### config.mk
export PLATFORM = sky130hd
export DESIGN_NAME = seg7_scan_driver
export DESIGN_NICKNAME = d
export VERILOG_FILES = /design/src/rtl/seg7_pkg.sv /design/src/rtl/seg7_hex_lut.sv /design/src/rtl/seg7_scan_driver.sv
export SDC_FILE = /design/constraint.sdc
export NUM_CORES = 1
export LEC_CHECK = 0
export CELL_PAD_IN_SITES_DETAIL_PLACEMENT = 0
export CELL_PAD_IN_SITES_GLOBAL_PLACEMENT = 2
export CORE_MARGIN = 8
export CORE_UTILIZATION = 34
export CTS_BUF_LIST = sky130_fd_sc_hd__clkbuf_8
export DETAILED_ROUTE_END_ITERATION = 10
export PLACE_DENSITY = 0.85
export SLEW_MARGIN = 0
export SYNTH_ARGS = -nofsm -noshare
export SYNTH_HDL_FRONTEND = slang
export SYNTH_SLANG_ARGS = --single-unit
### constraint.sdc
create_clock -name clk -period 2.9 [get_ports clk]
set_input_delay 0.58 -clock clk [delete_from_list [all_inputs] [get_ports clk]]
set_output_delay 0.58 -clock clk [all_outputs]
set_load 0.1 [all_outputs]
### src/rtl/seg7_pkg.sv
// Shared constants for the multiplexed seven-segment scan driver:
// default parameters, active-low hex segment patterns and the slot-state enum.
package seg7_pkg;

  localparam int DEF_NUM_DIGITS   = 4;
  localparam int DEF_REFRESH_DIV  = 50000;
  localparam int DEF_GUARD_CYCLES = 2;
  localparam int DEF_BLINK_DIV    = 12500000;

  localparam logic [6:0] SEG_OFF = 7'b1111111;

  // Patterns written g..a (bit 0 = segment a), active low; entry n is hex digit n.
  localparam logic [15:0][6:0] SEG_HEX = {
    7'b0001110, 7'b0000110, 7'b0100001, 7'b1000110,  // F E d C
    7'b0000011, 7'b0001000, 7'b0011000, 7'b0000000,  // b A 9 8
    7'b1111000, 7'b0000010, 7'b0010010, 7'b0011001,  // 7 6 5 4
    7'b0110000, 7'b0100100, 7'b1111001, 7'b1000000   // 3 2 1 0
  };

  typedef enum logic {
    ST_GUARD = 1'b0,
    ST_SHOW  = 1'b1
  } slot_state_e;

endpackage

### src/rtl/seg7_hex_lut.sv
// Combinational hex-nibble to active-low seven-segment decoder.
module seg7_hex_lut
  import seg7_pkg::*;
(
  input  logic [3:0] nibble,
  output logic [6:0] seg
);

  assign seg = SEG_HEX[nibble];

endmodule

### src/rtl/seg7_scan_driver.sv
// Time-multiplexed seven-segment driver: per-digit slots with an anode-off guard
// interval, leading-zero suppression, per-digit blink and registered pin outputs.
module seg7_scan_driver
  import seg7_pkg::*;
#(
  parameter int NUM_DIGITS   = DEF_NUM_DIGITS,
  parameter int REFRESH_DIV  = DEF_REFRESH_DIV,
  parameter int GUARD_CYCLES = DEF_GUARD_CYCLES,
  parameter int BLINK_DIV    = DEF_BLINK_DIV
) (
  input  logic                    clk,
  input  logic                    reset,
  input  logic [4*NUM_DIGITS-1:0] iVALUE,
  input  logic                    iLOAD,
  input  logic [NUM_DIGITS-1:0]   iBLINK,
  input  logic                    iLZS,
  input  logic [NUM_DIGITS-1:0]   iDP,
  output logic [6:0]              oSEG,
  output logic                    oDP,
  output logic [NUM_DIGITS-1:0]   oAN,
  output logic                    oSCAN_WRAP
);

  localparam int SLOT_W  = $clog2(REFRESH_DIV);
  localparam int IDX_W   = $clog2(NUM_DIGITS);
  localparam int BLINK_W = (BLINK_DIV > 1) ? $clog2(BLINK_DIV) : 1;
  localparam slot_state_e RST_STATE = (GUARD_CYCLES > 0) ? ST_GUARD : ST_SHOW;

  logic [4*NUM_DIGITS-1:0] value_sh;
  logic [NUM_DIGITS-1:0]   blink_sh;
  logic                    lzs_sh;

  logic [SLOT_W-1:0]  slot_cnt;
  logic [SLOT_W-1:0]  slot_nxt;
  logic [IDX_W-1:0]   idx;
  logic [BLINK_W-1:0] blink_cnt;
  logic               blink_phase;
  logic               slot_last;
  logic               idx_last;
  logic               blink_last;

  slot_state_e state_q;
  slot_state_e state_d;

  logic [IDX_W-1:0]      msd;
  logic [3:0]            nibble;
  logic [6:0]            hex_seg;
  logic                  blank;
  logic [NUM_DIGITS-1:0] an_d;
  logic [6:0]            seg_d;
  logic                  dp_d;

  assign slot_last  = (slot_cnt == SLOT_W'(REFRESH_DIV - 1));
  assign idx_last   = (idx == IDX_W'(NUM_DIGITS - 1));
  assign blink_last = (blink_cnt == BLINK_W'(BLINK_DIV - 1));
  assign slot_nxt   = slot_last ? '0 : slot_cnt + SLOT_W'(1);

  always_ff @(posedge clk) begin
    if (reset) begin
      value_sh <= '0;
      blink_sh <= '0;
      lzs_sh   <= 1'b0;
    end else if (iLOAD) begin
      value_sh <= iVALUE;
      blink_sh <= iBLINK;
      lzs_sh   <= iLZS;
    end
  end

  // Scan position: slot counter, digit index and the wrap pulse aligned with idx -> 0.
  always_ff @(posedge clk) begin
    if (reset) begin
      slot_cnt   <= '0;
      idx        <= '0;
      oSCAN_WRAP <= 1'b0;
    end else begin
      slot_cnt   <= slot_nxt;
      oSCAN_WRAP <= slot_last && idx_last;
      if (slot_last) begin
        idx <= idx_last ? '0 : idx + IDX_W'(1);
      end
    end
  end

  always_ff @(posedge clk) begin
    if (reset) begin
      blink_cnt   <= '0;
      blink_phase <= 1'b0;
    end else begin
      blink_cnt <= blink_last ? '0 : blink_cnt + BLINK_W'(1);
      if (blink_last) begin
        blink_phase <= ~blink_phase;
      end
    end
  end

  // Highest non-zero nibble; stays 0 for an all-zero value so digit 0 always shows.
  always_comb begin
    msd = '0;
    for (int i = 1; i < NUM_DIGITS; i++) begin
      if (value_sh[4*i +: 4] != 4'h0) begin
        msd = IDX_W'(i);
      end
    end
  end

  assign nibble = value_sh[{idx, 2'b00} +: 4];
  assign blank  = (lzs_sh && (idx > msd)) || (blink_phase && blink_sh[idx]);

  seg7_hex_lut u_lut (
    .nibble (nibble),
    .seg    (hex_seg)
  );

  always_ff @(posedge clk) begin
    if (reset) begin
      state_q <= RST_STATE;
    end else begin
      state_q <= state_d;
    end
  end

  always_comb begin
    state_d = (slot_nxt < SLOT_W'(GUARD_CYCLES)) ? ST_GUARD : ST_SHOW;
    an_d    = '1;
    seg_d   = SEG_OFF;
    dp_d    = 1'b1;
    if ((state_q == ST_SHOW) && !blank) begin
      an_d  = ~(NUM_DIGITS'(1) << idx);
      seg_d = hex_seg;
      dp_d  = ~iDP[idx];
    end
  end

  // Pin registers: one cycle behind the scan state.
  always_ff @(posedge clk) begin
    if (reset) begin
      oAN  <= '1;
      oSEG <= SEG_OFF;
      oDP  <= 1'b1;
    end else begin
      oAN  <= an_d;
      oSEG <= seg_d;
      oDP  <= dp_d;
    end
  end

endmodule

# [After elaboration in Yosys (flattened, before gate mapping)]
# Memories as Yosys holds them, arrays and structs flattened. A register that Yosys moved wholly into a read port is not among the register bits.
# Cells that the tools add are included.
[word_totals] regBits=71 latchBits=0 mem_bits_rw=0 rom_bits=112 inputBits=28 out_inout_bits=13 elab_cells=48 n_memories=1
[op_classes] addsub=3 mul=0 n_div=0 order_cmp=3 eq_ne=3 shift=2 muxes=10 bitwise_logic=4 reduce_logical=11
[mem_list] name="(name not given)" depth=16 width=7 read_ports=1 rd_clocked_by_memory_dff=1 wr=0 line_no="seg7_hex_lut.sv:9" text="assign seg = SEG_HEX[nibble];"
[ops] cell="adder 24 x 1 -> 24 bit, second input constant" count=1
[ops] cell="== test 24 bit, second input constant" count=1
[ops] cell="adder 16 x 1 -> 16 bit, second input constant" count=1
[ops] cell="== test 16 bit, second input constant" count=1
[ops] cell="< comparator 16 x 2 -> 1 bit, second input constant" count=1
[ops] cell="two-way mux 16 bit" count=1
[ops] cell="indexed part select 16 x 5 -> 4 bit" count=1
[ops] cell="nonzero test 4 bit" count=3
[ops] cell="two-way mux 2 bit" count=3
[ops] cell="binary-select mux 1 bit (select 2 bit)" count=2
[ops] cell="logical AND 1 bit" count=4
[ops] cell="two-way mux 1 bit" count=4
[ops] cell="NOT 4 bit" count=1
[ops] cell="OR reduction 2 bit" count=2
[ops] cell="<< shifter 1 x 2 -> 4 bit, first input constant" count=1
[ops] cell="< comparator 2 x 3 -> 1 bit, second input constant" count=1
[ops] cell="NOT 1 bit" count=3
[ops] cell="adder 2 x 1 -> 2 bit, second input constant" count=1
[ops] cell="== test 2 bit, second input constant" count=1
[ops] cell="> comparator 2 bit" count=1
[ops] cell="logical NOT 1 bit" count=1
[ops] cell="logical OR 1 bit" count=1

# [Logic depth before layout (Yosys ltp)]
# Gate-level depths: netlist of the first run.
[depth] word_depth=11 ltp_mapped=9 depth_no_buf=8

# [Modules after synthesis]
# A second synthesis of the first run with hierarchy kept.
[hier_totals] cells_unflattened=394 hier_area_um2=3741.1
[modules_own_cells] mod="seg7_scan_driver" n_inst=1 cells_each=359 area_each_um2=3482.1 seq_area_each_um2=1561.5
[modules_own_cells] mod="seg7_hex_lut" n_inst=1 cells_each=35 area_each_um2=259.0 seq_area_each_um2=0.0

# [Worst setup path before layout of the first run]
# Ideal clock, no wire load.
[synth_path] kind="register to register" startpoint="register value_sh[15]" endpoint="register oSEG[5]" setup_time_ns=0.144 arrival_time_ns=2.098 t_required_ns=2.756 path_slack_ns=0.658 path_stages_with_launch=10 n_path_buf=1 synth_period_minus_slack_ns=2.242 path_cell_list="dfxtp_1 -> or4_1 -> nor2_1 -> ha_1 -> nor2b_1 -> o211ai_1 -> nand3b_1 -> a21oi_1 -> clkbuf_1 -> o221ai_1"
[synth_via] elab_chain_len=9 elab_cells_between_ends=10 classes_between="order compare (1); shift (1); mux (1); bitwise (1); reduce/logical (6)"
[synth_lines] element="start: declaration" line_no="seg7_scan_driver.sv:29" text="logic [4*NUM_DIGITS-1:0] value_sh;"
[synth_lines] element="start signal: assignment" line_no="seg7_scan_driver.sv:64" text="value_sh <= iVALUE;"
[synth_lines] element="nonzero test 4 bit" line_no="seg7_scan_driver.sv:101" text="if (value_sh[4*i +: 4] != 4'h0) begin"
[synth_lines] element="two-way mux 2 bit" line_no="seg7_scan_driver.sv:101"
[synth_lines] element="> comparator 2 bit" line_no="seg7_scan_driver.sv:108" text="assign blank = (lzs_sh && (idx > msd)) || (blink_phase && blink_sh[idx]);"
[synth_lines] element="logical AND 1 bit" line_no="seg7_scan_driver.sv:108"
[synth_lines] element="logical OR 1 bit" line_no="seg7_scan_driver.sv:108"
[synth_lines] element="logical NOT 1 bit" line_no="seg7_scan_driver.sv:128" text="if ((state_q == ST_SHOW) && !blank) begin"
[synth_lines] element="logical AND 1 bit" line_no="seg7_scan_driver.sv:128"
[synth_lines] element="NOT 1 bit (no line)"
[synth_lines] element="OR reduction 2 bit (no line)"
[synth_lines] element="end: declaration" line_no="seg7_scan_driver.sv:18" text="output logic [6:0] oSEG,"
# Several ways; a longest one is shown, not always the timed one.
# A chain may end at the register's enable or synchronous reset.

# [Final worst setup path of the first run]
[layout_path] startpoint="register idx[0]" endpoint="register oSEG[3]"
[layout_via] elab_chain_len=8 elab_cells_between_ends=11 classes_between="order compare (1); shift (1); mux (2); bitwise (1); reduce/logical (6)"
[layout_lines] element="start: declaration" line_no="seg7_scan_driver.sv:35" text="logic [IDX_W-1:0] idx;"
[layout_lines] element="start signal: assignment" line_no="seg7_scan_driver.sv:80" text="idx <= idx_last ? '0 : idx + IDX_W'(1);"
[layout_lines] element="binary-select mux 1 bit (select 2 bit)" line_no="seg7_scan_driver.sv:108"
[layout_lines] element="two-way mux 1 bit (implied by the code)" line_no="seg7_scan_driver.sv:108"
[layout_lines] element="logical AND 1 bit" line_no="seg7_scan_driver.sv:108"
[layout_lines] element="logical OR 1 bit" line_no="seg7_scan_driver.sv:108"
[layout_lines] element="logical NOT 1 bit" line_no="seg7_scan_driver.sv:128"
[layout_lines] element="logical AND 1 bit" line_no="seg7_scan_driver.sv:128"
[layout_lines] element="NOT 1 bit (no line)"
[layout_lines] element="OR reduction 2 bit (no line)"
# Several ways; a longest one is shown, not always the timed one. The select of a mux whose other input is x is not followed.

==> results.toml, run 1 <==
[power_and_ir_drop]
leakagePower_nw = 1.56
finalPower_mw = 2.20
switching_share = 0.270
power.switching_uw = 594
p_seq_frac = 0.513
p_int_mw = 1.61
power_density_nw_per_um2 = 514
vdd_ir_drop_max_mv = 0.256
pwr-share-comb = 0.118
clkPwrFrac = 0.369

[cells_and_area]
regArea_um2 = 1560
fill_cells = 1054
final_cell_area_um2 = 4280
syn_to_final_growth_pct = 18.7
fin_util = 0.415
drive_gt1_frac = 0.110
diodes = 0
num-nets-final = 473
multi_input_area_um2 = 1920

[synthesis]
synth_cell_types = 46
syn_nets = 438
synthArstFlopShare = 0
avgSynthCellArea_um2 = 9.09
ys_seq_area_frac = 0.433
synth_top_area_share = 0.433
syn-cell-area_um2 = 3610
synth_top_cell_by_area = "dfxtp_1"
synth-main-ff-cell = "dfxtp_1"
synth.area.top_cells = "dfxtp_1 43%, nor2_1 8.1%, mux2i_1 7.5%"
syn-instance-count = 397
synth_edf_count = 0
synth-seq-cells = 78
synth_common_cells = "78 x dfxtp_1, 78 x nor2_1, 32 x nand2_1, 27 x mux2i_1, 20 x xnor2_1"
yosysWarnings = 0

[sta]
layout_setup_ws_ns = 0.570
timing.fmax_mhz = 429
max-slew-margin-rel = 0.495
rsz0062_at_grt = "false"
finalCriticalPeriod_ns = 2.33
tightest_slew_ns = 0.752
setup_violations = 0
tns_ns = 0
clock_skew_ns = 0.00704
drv_slew = 0
period_share = 0.803
hold_viol = 0

[clock_network]
cts_setup_buffers = 0
cts.clk_slew.worst_paths_ns = 0.08
cts_buffers = 9
hold_buffers = 0
clock_path_buffers = 2
cts_resized = 0
cts_tree = "done"
htree_levels = 3
clk_latency_ns = 0.34
cts_root_buf = "clkbuf_8"
cts.sink_count = 78

[route]
post-route-drc-count = 0
detail_route.wl_per_cell_um = 13.2
drt_pass1_iterations = 4
vias_per_cell = 4.75
detail-route-antenna-nets = 0
routed_wl_um = 7540
vias = 2720
detail_route.iter0.violations = 157

[die]
ios = 41
die_area_um2 = 14200
fp.dieH_um = 119
die_x_um = 119
coreArea_um2 = 10300
initial_utilization = 0.350
rows = 37

[critical_path]
cp.required_ns = 3.17
worstPathArrival_ns = 2.60
crit_type = "flip-flop to flip-flop"
setup.worst_path.end_class = "flip-flop"
cp-start-kind = "flip-flop"
cp_max_fo = 12

[run]
max_cap_viol_count = 0

[global_routing]
grtUsageTotal = 0.111
antenna_found_initial = 0
grt_pass1_wl_um = 13100
grt_pass1_vias = 2669
grt_remaining_overflow = 0
grt_max_degree = 28

[placed_design]
detailed_place.area_um2 = 4080
numPortBuffers = 40
gp_congestion = 0.778
place_ws_ns = 0.563
hpwlAfterDp_um = 5650

[outcome]
status = "completed"

[hold_path]
hp-class = "flip-flop to flip-flop"
[per-stage QoR]
stage | instances | hold slack (ns)
global placement | 557 | 0.448
global route | 573 | 0.529
finish | 573 | 0.480
floorplan | 397 | 0.430
CTS | 573 | 0.481
detailed placement | 557 | 0.462
[path summary, 6_finish.rpt]
| check | start | endpoint | slack [ns] | depth (start not counted) |
|---|---|---|---|---|
| min | slot_cnt[0] | slot_cnt[0] | 0.48 | 1 |
| max reg2reg | idx[0] | oSEG[3] | 0.57 | 6 |
| max | idx[0] | oSEG[3] | 0.57 | 6 |
| min reg2reg | slot_cnt[0] | slot_cnt[0] | 0.48 | 1 |
[cells in the final DEF, fill, tap and decap left out, types with 3 or more instances in the layout]
| master | instances |
|---|---|
| xor2_1 | 16 |
| nor2_1 | 78 |
| o21ai_0 | 7 |
| nand3_1 | 16 |
| mux4_2 | 5 |
| nor2b_1 | 4 |
| nand2_1 | 32 |
| dfxtp_1 | 78 |
| nor4_1 | 3 |
| buf_4 | 17 |
| and3_1 | 5 |
| inv_1 | 10 |
| a21oi_1 | 6 |
| or2_2 | 4 |
| nand4_1 | 12 |
| clkbuf_8 | 9 |
| and4_1 | 3 |
| ha_1 | 13 |
| clkinvlp_4 | 4 |
| mux2i_1 | 27 |
| xnor2_1 | 20 |
| clkdlybuf4s50_1 | 27 |
| nor3_1 | 6 |
| o221ai_1 | 5 |
[area by class of cell]
type	instances	share of cell area
Clock buffer	9	0.0289
Clock inverter	7	0.0172
Inverter	10	0.00877
Multi-Input combinational cell	289	0.448
Sequential cell	78	0.365
Tap cell	136	0.0397
Timing Repair Buffer	44	0.0929
[worst max-delay path, stage by stage (launching register included)]
cell	delay, ns
dfxtp_1	0.71
mux4_2	0.65
inv_1	0.14
ha_1	0.30
o21ai_0	0.18
o221ai_1	0.13
o21ai_0	0.17
[logic make-up (layout without fill, tap and decap cells)]
group | Yosys count | in the layout | share of synthesized area
simple gates | 179 | 179 | 0.237
mux | 34 | 34 | 0.112
buf+inv | 30 | 70 | 0.0361
fa+ha+maj | 13 | 13 | 0.0451
compound gates | 27 | 27 | 0.0492
flops | 78 | 78 | 0.433
xor+xnor | 36 | 36 | 0.0874
[power by group through the flow]
stage	clock network (mW)	registers, mW	logic (mW)
after floorplan	0	1.22	0.114
after global placement	0	1.15	0.261
after detailed placement	0	1.15	0.263
after CTS	0.836	1.13	0.264
after global routing	0.888	1.13	0.284
final	0.812	1.13	0.261
[state kept, by name, summed over array words and instances, names as in the netlist]
name	flops
blink_cnt	24
blink_phase	1
blink_sh	4
idx	2
lzs_sh	1
oAN	4
oDP	1
oSCAN_WRAP	1
oSEG	7
slot_cnt	16
state_q	1
value_sh	16
[layer usage]
| metal | share of wire | global-route usage | up-vias |
|---|---|---|---|
| met2 | 0.45 | 0.178 | 57 |
| met1 | 0.49 | 0.142 | 1234 |
| li1 | - | - | 1424 |
| met4 | 0.011 | 0.0451 | 0 |
| met3 | 0.044 | 0.0241 | 5 |
| met5 | 0 | 0 | - |
Note: power is estimated with default switching activity, not from simulation.
==> run 2: changes to the inputs <==
==> constraint.sdc (replaced) <==
create_clock -name clk -period 2.3 [get_ports clk]
set_input_delay 0.46 -clock clk [delete_from_list [all_inputs] [get_ports clk]]
set_output_delay 0.46 -clock clk [all_outputs]
set_load 0.1 [all_outputs]
==> results.toml, run 2 (synthesis results as in run 1) <==
[cells_and_area]
syn_to_final_growth_pct = 19.8
largest_reg_flops = 24
final_cell_mix = "78 x nor2_1, 78 x dfxtp_1, 32 x nand2_1, 27 x mux2i_1, 27 x clkdlybuf4s50_1"
largest-register = "blink_cnt"
multi_input_area_um2 = 1920
num-nets-final = 480
fin_util = 0.419
regArea_um2 = 1560
largestRegisters = "blink_cnt x24, slot_cnt x16, value_sh x16"
fill_cells = 1007
drive_gt1_frac = 0.122
diodes = 0

[clock_network]
cts_tree = "done"
cts_setup_buffers = 0
cts.clk_slew.worst_paths_ns = 0.08
cts_buffers = 9
htree_levels = 3
clock_path_buffers = 2
clk_latency_ns = 0.35
hold_buffers = 0
cts.sink_count = 78
cts_root_buf = "clkbuf_8"
cts_resized = 0

[die]
die_x_um = 119
fp.dieH_um = 119
initial_utilization = 0.350
ios = 41
rows = 37
die_area_um2 = 14200
coreArea_um2 = 10300

[route]
vias_per_cell = 4.76
routed_wl_um = 7760
detail_route.wl_per_cell_um = 13.4
post-route-drc-count = 0
detail-route-antenna-nets = 0
detail_route.iter0.violations = 161
drt_pass1_iterations = 5
vias = 2762

[sta]
hold_viol = 0
rsz0062_at_grt = "false"
tns_ns = 0
finalCriticalPeriod_ns = 2.16
drv_slew = 0
holdWs_ns = 0.472
tightest_slew_ns = 0.471
clock_skew_ns = 0.00713
setup_violations = 0
timing.fmax_mhz = 464
max-slew-margin-rel = 0.685
period_share = 0.938

[run]
max_cap_viol_count = 0

[placed_design]
hpwlAfterDp_um = 5770
numPortBuffers = 40
gp_congestion = 0.814

[power_and_ir_drop]
vdd_ir_drop_max_mv = 0.265
power_density_nw_per_um2 = 627
leakagePower_nw = 1.61

[critical_path]
cp-start-kind = "flip-flop"
cp_max_fo = 12
setup.worst_path.end_class = "flip-flop"
cp.required_ns = 2.51
worstPathArrival_ns = 2.37
crit_type = "flip-flop to flip-flop"

[global_routing]
grtUsageTotal = 0.112
grt_pass1_vias = 2730
grt_max_degree = 24
grt_remaining_overflow = 0
grt_pass1_wl_um = 13100
antenna_found_initial = 0

[outcome]
status = "completed"

[hold_path]
hp-class = "flip-flop to flip-flop"
==> run 2: changes by cell type in the layout (fill, tap and decap cells not counted), sizes merged <==
cell,delta
bufinv,-1
clkbuf,+3
buf,+7
clkinv,+1
clkinvlp,-3
==> run 2: worst max-delay path: stages, from the launching register on <==
cell      delay (ns)
dfxtp_1         0.33
or4_1           0.53
nor2_1          0.12
ha_1            0.24
nor2b_1         0.13
o211ai_1        0.15
nand3b_1        0.09
a21oi_1         0.12
buf_4           0.19
o221ai_1        0.12
==> run 2: per-layer routing <==
layer	global-route usage	share of wire	vias to the layer above
met2	0.185	0.46	45
met1	0.134	0.49	1271
li1	-	-	1437
met4	0.0593	0.018	0
met5	0	0	-
met3	0.0227	0.032	9
==> run 2: metrics by stage <==
step / std cells / worst slack, ns / cell area [um^2] / power (mW)
CTS: 580 / 0.141 / 4320 / 2.75
global route: 580 / 0.0128 / 4320 / 2.84
detailed placement: 564 / 0.147 / 4140 / 1.79
floorplan: 397 / 0.0582 / 3610 / 1.68
global placement: 564 / 0.152 / 4140 / 1.79
finish: 580 / 0.143 / 4320 / 2.71
==> run 2: worst paths after layout <==
check	from	endpoint	slack (ns)	cells after the start
max	value_sh[15]	oSEG[4]	0.14	9
min	slot_cnt[0]	slot_cnt[0]	0.47	1
max reg2reg	value_sh[15]	oSEG[4]	0.14	9
min reg2reg	slot_cnt[0]	slot_cnt[0]	0.47	1
==> run 2: cell type report <==
type / instances / share of cell area
flip-flops and latches: 78 / 0.361
inverters: 10 / 0.00868
multi-input cells: 289 / 0.443
clock buffers: 12 / 0.0382
clock inverters: 4 / 0.00492
well taps: 136 / 0.0394
repair buffers: 51 / 0.104
==> run 2: power by group <==
group	switching, mW	internal, mW	total, mW
Sequential	0.0277	1.39	1.42
Clock	0.485	0.473	0.958
Combinational	0.200	0.131	0.331
Total	0.712	2.00	2.71
